[src/rtl/fetch_pkg.sv]
// Shared fetch-stage types and constants.
// Imported by fetch_unit and anything that talks to it.
package fetch_pkg;

  typedef enum logic [1:0] {
    S_REQ,
    S_WAIT,
    S_OUT,
    S_FAULT
  } state_t;

  localparam logic [31:0] NOP_INSTR = 32'h0000_0013;
  localparam logic [31:0] RESET_VECTOR_DEF = 32'h0000_0000;

  function automatic logic pc_aligned(input logic [1:0] lsb);
    return lsb == 2'b00;
  endfunction

endpackage

[src/rtl/fetch_unit.sv]
// Instruction fetch stage: PC register with stall and redirect,
// one-outstanding valid/ready imem port, valid/ready out to decode.
// Ports: clk, reset (sync, active-low); redirect_valid/_pc from
// branch logic; imem_req_* / imem_rsp_* to instruction memory;
// out_valid/_ready/_pc/_instr to decode; fault (sticky misaligned).
module fetch_unit
  import fetch_pkg::*;
#(
  parameter int unsigned XLEN = 32,
  parameter int unsigned ILEN = 32,
  parameter logic [XLEN-1:0] RESET_VECTOR = XLEN'(RESET_VECTOR_DEF),
  parameter int unsigned PC_STEP = 4
) (
  input  logic            clk,
  input  logic            reset,
  input  logic            redirect_valid,
  input  logic [XLEN-1:0] redirect_pc,
  output logic            imem_req_valid,
  input  logic            imem_req_ready,
  output logic [XLEN-1:0] imem_req_addr,
  input  logic            imem_rsp_valid,
  input  logic [ILEN-1:0] imem_rsp_data,
  output logic            out_valid,
  input  logic            out_ready,
  output logic [XLEN-1:0] out_pc,
  output logic [ILEN-1:0] out_instr,
  output logic            fault
);

  state_t          state;
  logic [XLEN-1:0] fetch_pc;
  logic            drop;

  logic aligned;
  logic req_fire;
  logic pend;
  logic pend_left;

  assign aligned  = pc_aligned(redirect_pc[1:0]);
  assign req_fire = (state == S_REQ) && imem_req_ready;

  // A response is still owed to us in WAIT, and in FAULT
  // while drop marks one that has not come back yet.
  assign pend = (state == S_WAIT) ||
                ((state == S_FAULT) && drop);

  // Still owed after this edge: either it was owed and did
  // not arrive now, or a request is being accepted now.
  assign pend_left = (pend && !imem_rsp_valid) || req_fire;

  assign imem_req_valid = (state == S_REQ);
  assign imem_req_addr  = fetch_pc;

  always_ff @(posedge clk) begin
    if (!reset) begin
      state     <= S_REQ;
      fetch_pc  <= RESET_VECTOR;
      drop      <= 1'b0;
      out_valid <= 1'b0;
      out_pc    <= '0;
      out_instr <= ILEN'(NOP_INSTR);
      fault     <= 1'b0;
    end else if (redirect_valid) begin
      out_valid <= 1'b0;
      drop      <= pend_left;
      if (aligned) begin
        fetch_pc <= redirect_pc;
        fault    <= 1'b0;
        // Wait out any stale response before re-requesting
        // so at most one request is ever in flight.
        state    <= pend_left ? S_WAIT : S_REQ;
      end else begin
        fault <= 1'b1;
        state <= S_FAULT;
      end
    end else begin
      unique case (state)
        S_REQ: begin
          if (imem_req_ready) begin
            state <= S_WAIT;
          end
        end
        S_WAIT: begin
          if (imem_rsp_valid) begin
            if (drop) begin
              drop  <= 1'b0;
              state <= S_REQ;
            end else begin
              out_instr <= imem_rsp_data;
              out_pc    <= fetch_pc;
              out_valid <= 1'b1;
              fetch_pc  <= fetch_pc + XLEN'(PC_STEP);
              state     <= S_OUT;
            end
          end
        end
        S_OUT: begin
          if (out_ready) begin
            out_valid <= 1'b0;
            state     <= S_REQ;
          end
        end
        S_FAULT: begin
          if (imem_rsp_valid && drop) begin
            drop <= 1'b0;
          end
        end
        default: state <= S_REQ;
      endcase
    end
  end

endmodule

[config.mk]
export PLATFORM = sky130hd
export DESIGN_NAME = fetch_unit
export DESIGN_NICKNAME = d
export VERILOG_FILES = /design/src/rtl/fetch_pkg.sv /design/src/rtl/fetch_unit.sv
export SDC_FILE = /design/constraint.sdc
export NUM_CORES = 1
export LEC_CHECK = 0
export CORE_MARGIN = 2
export CORE_UTILIZATION = 45
export CTS_BUF_LIST = sky130_fd_sc_hd__clkbuf_2 sky130_fd_sc_hd__clkbuf_4 sky130_fd_sc_hd__clkbuf_8
export DETAILED_ROUTE_END_ITERATION = 10
export PLACE_DENSITY_LB_ADDON = 0.12
export RECOVER_POWER = 100
export SYNTH_ARGS = -nofsm -noshare
export SYNTH_HDL_FRONTEND = slang
export SYNTH_SLANG_ARGS = --single-unit
[constraint.sdc]
create_clock -name clk -period 3.9 [get_ports clk]
set_input_delay 0.78 -clock clk [delete_from_list [all_inputs] [get_ports clk]]
set_output_delay 0.78 -clock clk [all_outputs]
set_load 0.1 [all_outputs]
==> impl_results.md <==
- Status: complete, but fails checks
- Violated checks: capacitance limit, slew limit
- Sw frac: 0.323
- Post-CTS Setup Repair Bufs: 0
- Worst slew margin: -0.189
- Most common cell after layout, fill and taps aside: nand2_1
- Top FF cell, synth: dfxtp_1
- Max Slew Vio Count: 25
- Final period demand of the worst path: 3.16 ns
- Critical Path, Cell by Cell: dlygate4sd3_1 -> clkbuf_1 -> inv_1 -> and3_1 -> a22oi_1 -> o21ai_0
- Mapped Cells: 551
- Internal Pwr Total: 1600 uW
- Power Dens Cells: 368 nW/um2
- Nets@finish: 770
- Post-route total power: 2370 uW
- Worst Path Required: 4.14 ns
- Synth Area in Simple Gates: 0.251
- Flop pwr share: 0.468
- Area growth syn-to-layout: 43.1%
- Clock network fraction of design power: 0.310
- Chip height: 104 um
- Mux contribution to synthesized area: 0.0301
- Resize count post-CTS: 0
- Detailed Place HPWL: 9.08 mm
- Initial antenna violation count: 0
- Critical path launch point type: primary input
- Number of vias per cell: 5.58
- Post-synthesis register bit count: 101
- Synthesis Warnings: 0
- CP peak stage delay: 0.80 ns
- Leak pwr: 0.00259 uW
- Vias in the first global route: 4,242
- Max Cap Viol: 1
- Met1 wire length: 5.74 mm
- Post-Syn Area: 4490 um2
- Placed Instances: 817
- Met2 WL: 6.15 mm
- Yosys top cell by area: dfxtp_1
- Fmax: 316 MHz
- CTS buffer count: 9
- Clk sinks: 101
- CP max FO: 22
- PortBufs: 168
- WL/cell: 15.9 um
- Number of synthesized flops with an enable pin: 0
- Hold slack final: 0.454 ns
- Unrepaired setup endpoints after global routing: no
- Synthesized Nets: 626
- Clk slew on worst S/H paths: 0.10 ns
- Largest family of logic cells by synthesized area: simple AND/OR/NAND/NOR gates
- CTS tree: done
- Final wirelength: 13.2 mm
- Least-Margin Pin Slew: 1.78 ns
- Buffers & Inverters on Critical Path: 3
- Row count: 36
- Worst-skew pair later-pin latency: 0.36 ns
- Combinational share of power: 0.222
- DRT iter0 DRCs: 323
- Critical path type: primary input to flip-flop
- Final Skew: 0.00907 ns
- Yosys top cell area share: 0.450
- First-pass GRT wire length: 21.2 mm
- Vias: 4,646
- Fin crit share: 0.812
- Global-route usage over all layers: 0.239
- H-Tree Level Count: 3
- Commonest cells after routing, fill and taps aside: nand2_1 (143), dfxtp_1 (101), dlygate4sd3_1 (100)
- Top post-synthesis cells by area: dfxtp_1 (45%), nand2_1 (12%), a21oi_1 (8.9%), mux2i_1 (2.7%), buf_2 (2.1%)
- Root Driver: clkbuf_8
- Final Non-Filler Cells: 832
- Diodes inserted: 0
- Final Hold Fails: 0
- Metal3 WL: 1.02 mm
- Crit. End Element: flip-flop
- Synth Area in XOR/XNOR: 0
- Crit path DAT: 3.41 ns
- Synthesized area per cell: 8.15 um2
- Die W: 104 um
- Final Util: 0.661
- Compound-Gate Fraction of Synth Area: 0.201
- Ys async rst share: 0
- Share of cells above drive strength 1: 0.0558
- Sequential-to-total area share from yosys stat: 0.450
- Max layer used: met4
- Setup tns final: 0 ns
- Synth Area in Adders: 0.0139
- Core Box Area: 9730 um2
- Hold buffers post-CTS: 0
- Overflow after GRT: 0
- First-pass DRT Iterations: 5
- Clock buffer depth: 2
- Worst IR Drop VDD: 0.000193 V
- Hold Path Class: flip-flop to flip-flop
- Ports: 169
- Routability Congestion: 0.812
- Critical-path cell with the highest stage delay: clkbuf_1
- Die area: 10,800 um2
- DRT antenna net count: 0
- Distinct cell type count of the synthesized netlist: 64
- Drt drc: 0
- Initial core utilization: 0.462
- Final Setup Violations: 0
- Top Family by Delay on Critical Path: buffers and inverters
- Switch Pwr: 765 uW
- Largest net degree at the start of global routing: 68
==> logic make-up after synthesis <==
| group | after synthesis |
|---|---|
| adders and majority gates | 5 |
| and+or+nand+nor | 238 |
| DFF | 101 |
| AOI/OAI and AO/OA | 143 |
| muxes | 13 |
| buffers and inverters | 51 |
==> cell type report <==
class / count / area, um2
fillers: 872 / 3300
multi-input cells: 399 / 2250
flip-flops and latches: 101 / 2020
repair buffers: 177 / 1740
well taps: 133 / 166
clock buffers: 10 / 138
clock inverters: 5 / 83.8
inverters: 7 / 26.3
==> power by group through the flow <==
stage | sequential [uW] | combinational, uW | clock, uW
2_1_floorplan | 1340 | 156 | 0
3_5_place_dp | 1130 | 538 | 0
6_report | 1110 | 526 | 733
5_1_grt | 1120 | 551 | 785
4_1_cts | 1110 | 540 | 748
3_3_place_gp | 1130 | 532 | 0
==> worst register-to-register path: cells and delay by family, from the launching register on <==
kind,cells,cell delay [ns]
flops,1,0.39
simple gates,2,1.54
fa+ha+maj,1,0.29
buf+inv,1,0.08
compound gates,2,0.49
==> path summary, 6_finish.rpt <==
check                           end           start  cells after the start  slack (ns)
hold / removal        out_instr[22]   out_instr[22]                      2        0.45
setup reg to reg  imem_req_addr[19]        state[1]                      6        1.03
setup / recovery  imem_req_addr[21]  redirect_valid                      6        0.74
hold reg to reg       out_instr[22]   out_instr[22]                      2        0.45
==> cells in the mapped netlist, types with 7 or more instances <==
library cell	instances
nand2_1	142
dfxtp_1	101
a21oi_1	80
nor2_1	24
buf_2	19
clkbuf_1	19
nand3_1	18
and3_1	12
mux2i_1	12
nand4_1	11
a22oi_1	9
o221ai_1	7
==> registers in the layout, indices dropped and copies added, names as in the netlist <==
signal         cells
fault              1
imem_req_addr     32
out_pc            32
out_instr         32
state              2
drop               1
out_valid          1
==> per-layer routing <==
| layer | GRT usage | vias up |
|---|---|---|
| met5 | 0 | - |
| met4 | 0.0898 | 0 |
| met3 | 0.0426 | 27 |
| met2 | 0.384 | 231 |
| met1 | 0.321 | 2156 |
| li1 | - | 2232 |
==> stage by stage <==
stage                     setup WS [ns]  area [um2]
final                             0.735        6430
after global routing              0.556        6430
after CTS                         0.946        6450
after detailed placement          0.962        6220
after global placement             1.06        6220
after floorplan                    1.45        4490
(Power assumes the default switching activity.)
==> RTL change (same flow settings) <==
The parameter `XLEN` goes from 32 to 48.
--- a/src/rtl/fetch_unit.sv
+++ b/src/rtl/fetch_unit.sv
@@ -7,5 +7,5 @@
   import fetch_pkg::*;
 #(
-  parameter int unsigned XLEN = 32,
+  parameter int unsigned XLEN = 48,
   parameter int unsigned ILEN = 32,
   parameter logic [XLEN-1:0] RESET_VECTOR = XLEN'(RESET_VECTOR_DEF),
Interface: changed (resized imem_req_addr, out_pc and redirect_pc); port bits go from 169 to 217. No check against the original RTL was run, so the function may have changed too.
==> RTL change against the unedited design <==
Cell area grew 39%. Setup slack better by 0.024 ns. Total power increased by 46%. First-iteration DRC count grew 29%. Sequential cell count grew 32. Register-to-register slack better by 0.06 ns. Routed wire length grew 46%. Area after synthesis up 39%. Core utilization shrank 0.87 points. Critical path type unchanged. Critical endpoint is now imem_req_addr[45]$_SDFFE_PN0N_. Highest routed layer unchanged.
==> RTL change: results (changes against the unedited design) <==
fill count=1229 (+41%); Clk Latency, worst-skew pair=0.44 ns (+0.08 ns); Final Critical Period=3.14 ns (-0.0239 ns); maximum fanout along the worst path=83 (+280%); share of cells above drive strength 1=0.0652 (+0.00940); GR Util met1=0.345 (+0.0242); GRT met3 Usage=0.0492 (+0.00655); mux contribution to synthesized area=0.0405 (+0.0105); cts repair resizes=0 (unchanged); Clock Tree Root=clkbuf_8; post-synthesis compound-gate area fraction=0.207 (+0.00648); Seq/Total Area, Yosys=0.427 (-0.0230); Crit path arrival time=3.52 ns (+0.11 ns); aggregate global-route resource usage=0.256 (+0.0172); Mapped Cells=802 (+46%); Post-DP Area=8530 µm² (+37%); dpl hpwl=12.7 mm (+40%); clock skew=0.0107 ns (+0.00159 ns); worst slack, placed=0.550 ns (-0.413 ns); vias in the first global route=5869 (+38%); Syn. warnings=0 (unchanged); switching share of total power=0.320 (-0.00318); gpl congestion=0.859 (+5.8%); Num CTS Buffers=17 (+8); top post-synthesis cells by area=dfxtp_1 43%, nand2_1 12%, a21oi_1 9.2%, mux2i_1 3.7%, clkbuf_1 2.6%; Distinct cells, synth=59 (-7.8%); clk slew on worst S/H paths=0.08 ns (-0.02 ns); maximum VDD drop=0.217 mV (+12%); syn nets=893 (+43%); ys async rst share=0 (unchanged); clk buf depth=2 (unchanged); drt total wl=19.2 mm (+46%); Commonest cells post-synth=197 x nand2_1, 133 x dfxtp_1, 115 x a21oi_1, 44 x clkbuf_1, 39 x nor2_1; first-pass GRT wire length=30.2 mm (+42%); diode count=0 (unchanged); Synth Area in Adders=0.0100 (-0.00389); status=completed; r2r setup slk=1.09 ns (+0.06 ns); slew margin rel.=0.305 (+0.494); Static Leak=3.52 nW (+36%); pin count of the biggest net entering global routing=84 (+24%); NumNets Final=1075 (+40%); Port Buffer Count=216 (+29%); H-tree levels=4 (+1); Hold WS=0.450 ns (-0.00428 ns); via count=6533 (+41%); met2 usage=0.410 (+0.0265); DR iter-0 viols=417 (+29%)
[RTL change: cells by family (layout without fill, tap and decap cells)]
logic type	after synthesis	after routing
muxes	25	25
AOI/OAI and AO/OA	213	213
buffers and inverters	83	278
adders and majority gates	5	5
DFF	133	133
and+or+nand+nor	343	343
[RTL change: final timing paths]
path / from / end / cells past startpoint
max: redirect_valid / imem_req_addr[45]$_SDFFE_PN0N_ / 6
min: out_instr[20]$_SDFFE_PN0P_ / out_instr[20]$_SDFFE_PN0P_ / 2
max reg2reg: state[1]$_SDFFE_PN0P_ / imem_req_addr[45]$_SDFFE_PN0N_ / 7
min reg2reg: out_instr[20]$_SDFFE_PN0P_ / out_instr[20]$_SDFFE_PN0P_ / 2
[RTL change: metal layers]
layer  up-vias  part of all wire
li1       3220                 -
met1      3041              0.46
met2       251              0.46
met3        21             0.067
met4         0             0.014
met5         -                 0
[RTL change: critical path, stage by stage]
cell and delay [ns]:
dlygate4sd3_1 0.74, nor4bb_1 0.70, buf_12 0.40, nand2_1 0.15, or4b_1 0.55, a21oi_1 0.14
[RTL change: cell type report]
class | instances | area (µm²) | share of cell area
tap | 180 | 225 | 0.0252
clock inverter | 7 | 116 | 0.0130
sequential | 133 | 2660 | 0.298
multi-input combinational | 586 | 3270 | 0.366
clock buffer | 25 | 325 | 0.0364
inverter | 17 | 66.3 | 0.00741
timing repair buffer | 229 | 2280 | 0.255
[RTL change: power groups by stage]
stage / clock network (mW) / registers (mW) / logic (mW)
after CTS: 1.30 / 1.47 / 0.730
final: 1.28 / 1.47 / 0.710
after global placement: 0 / 1.50 / 0.725
after global routing: 1.36 / 1.48 / 0.749
after detailed placement: 0 / 1.50 / 0.728
after floorplan: 0 / 1.78 / 0.211
[RTL change: per-stage QoR]
step	total power, mW	utilization	instances
detailed placement	2.23	0.622	1145
global route	3.58	0.652	1177
CTS	3.50	0.654	1177
global placement	2.23	0.622	1145
finish	3.46	0.652	1177
floorplan	1.99	-	802
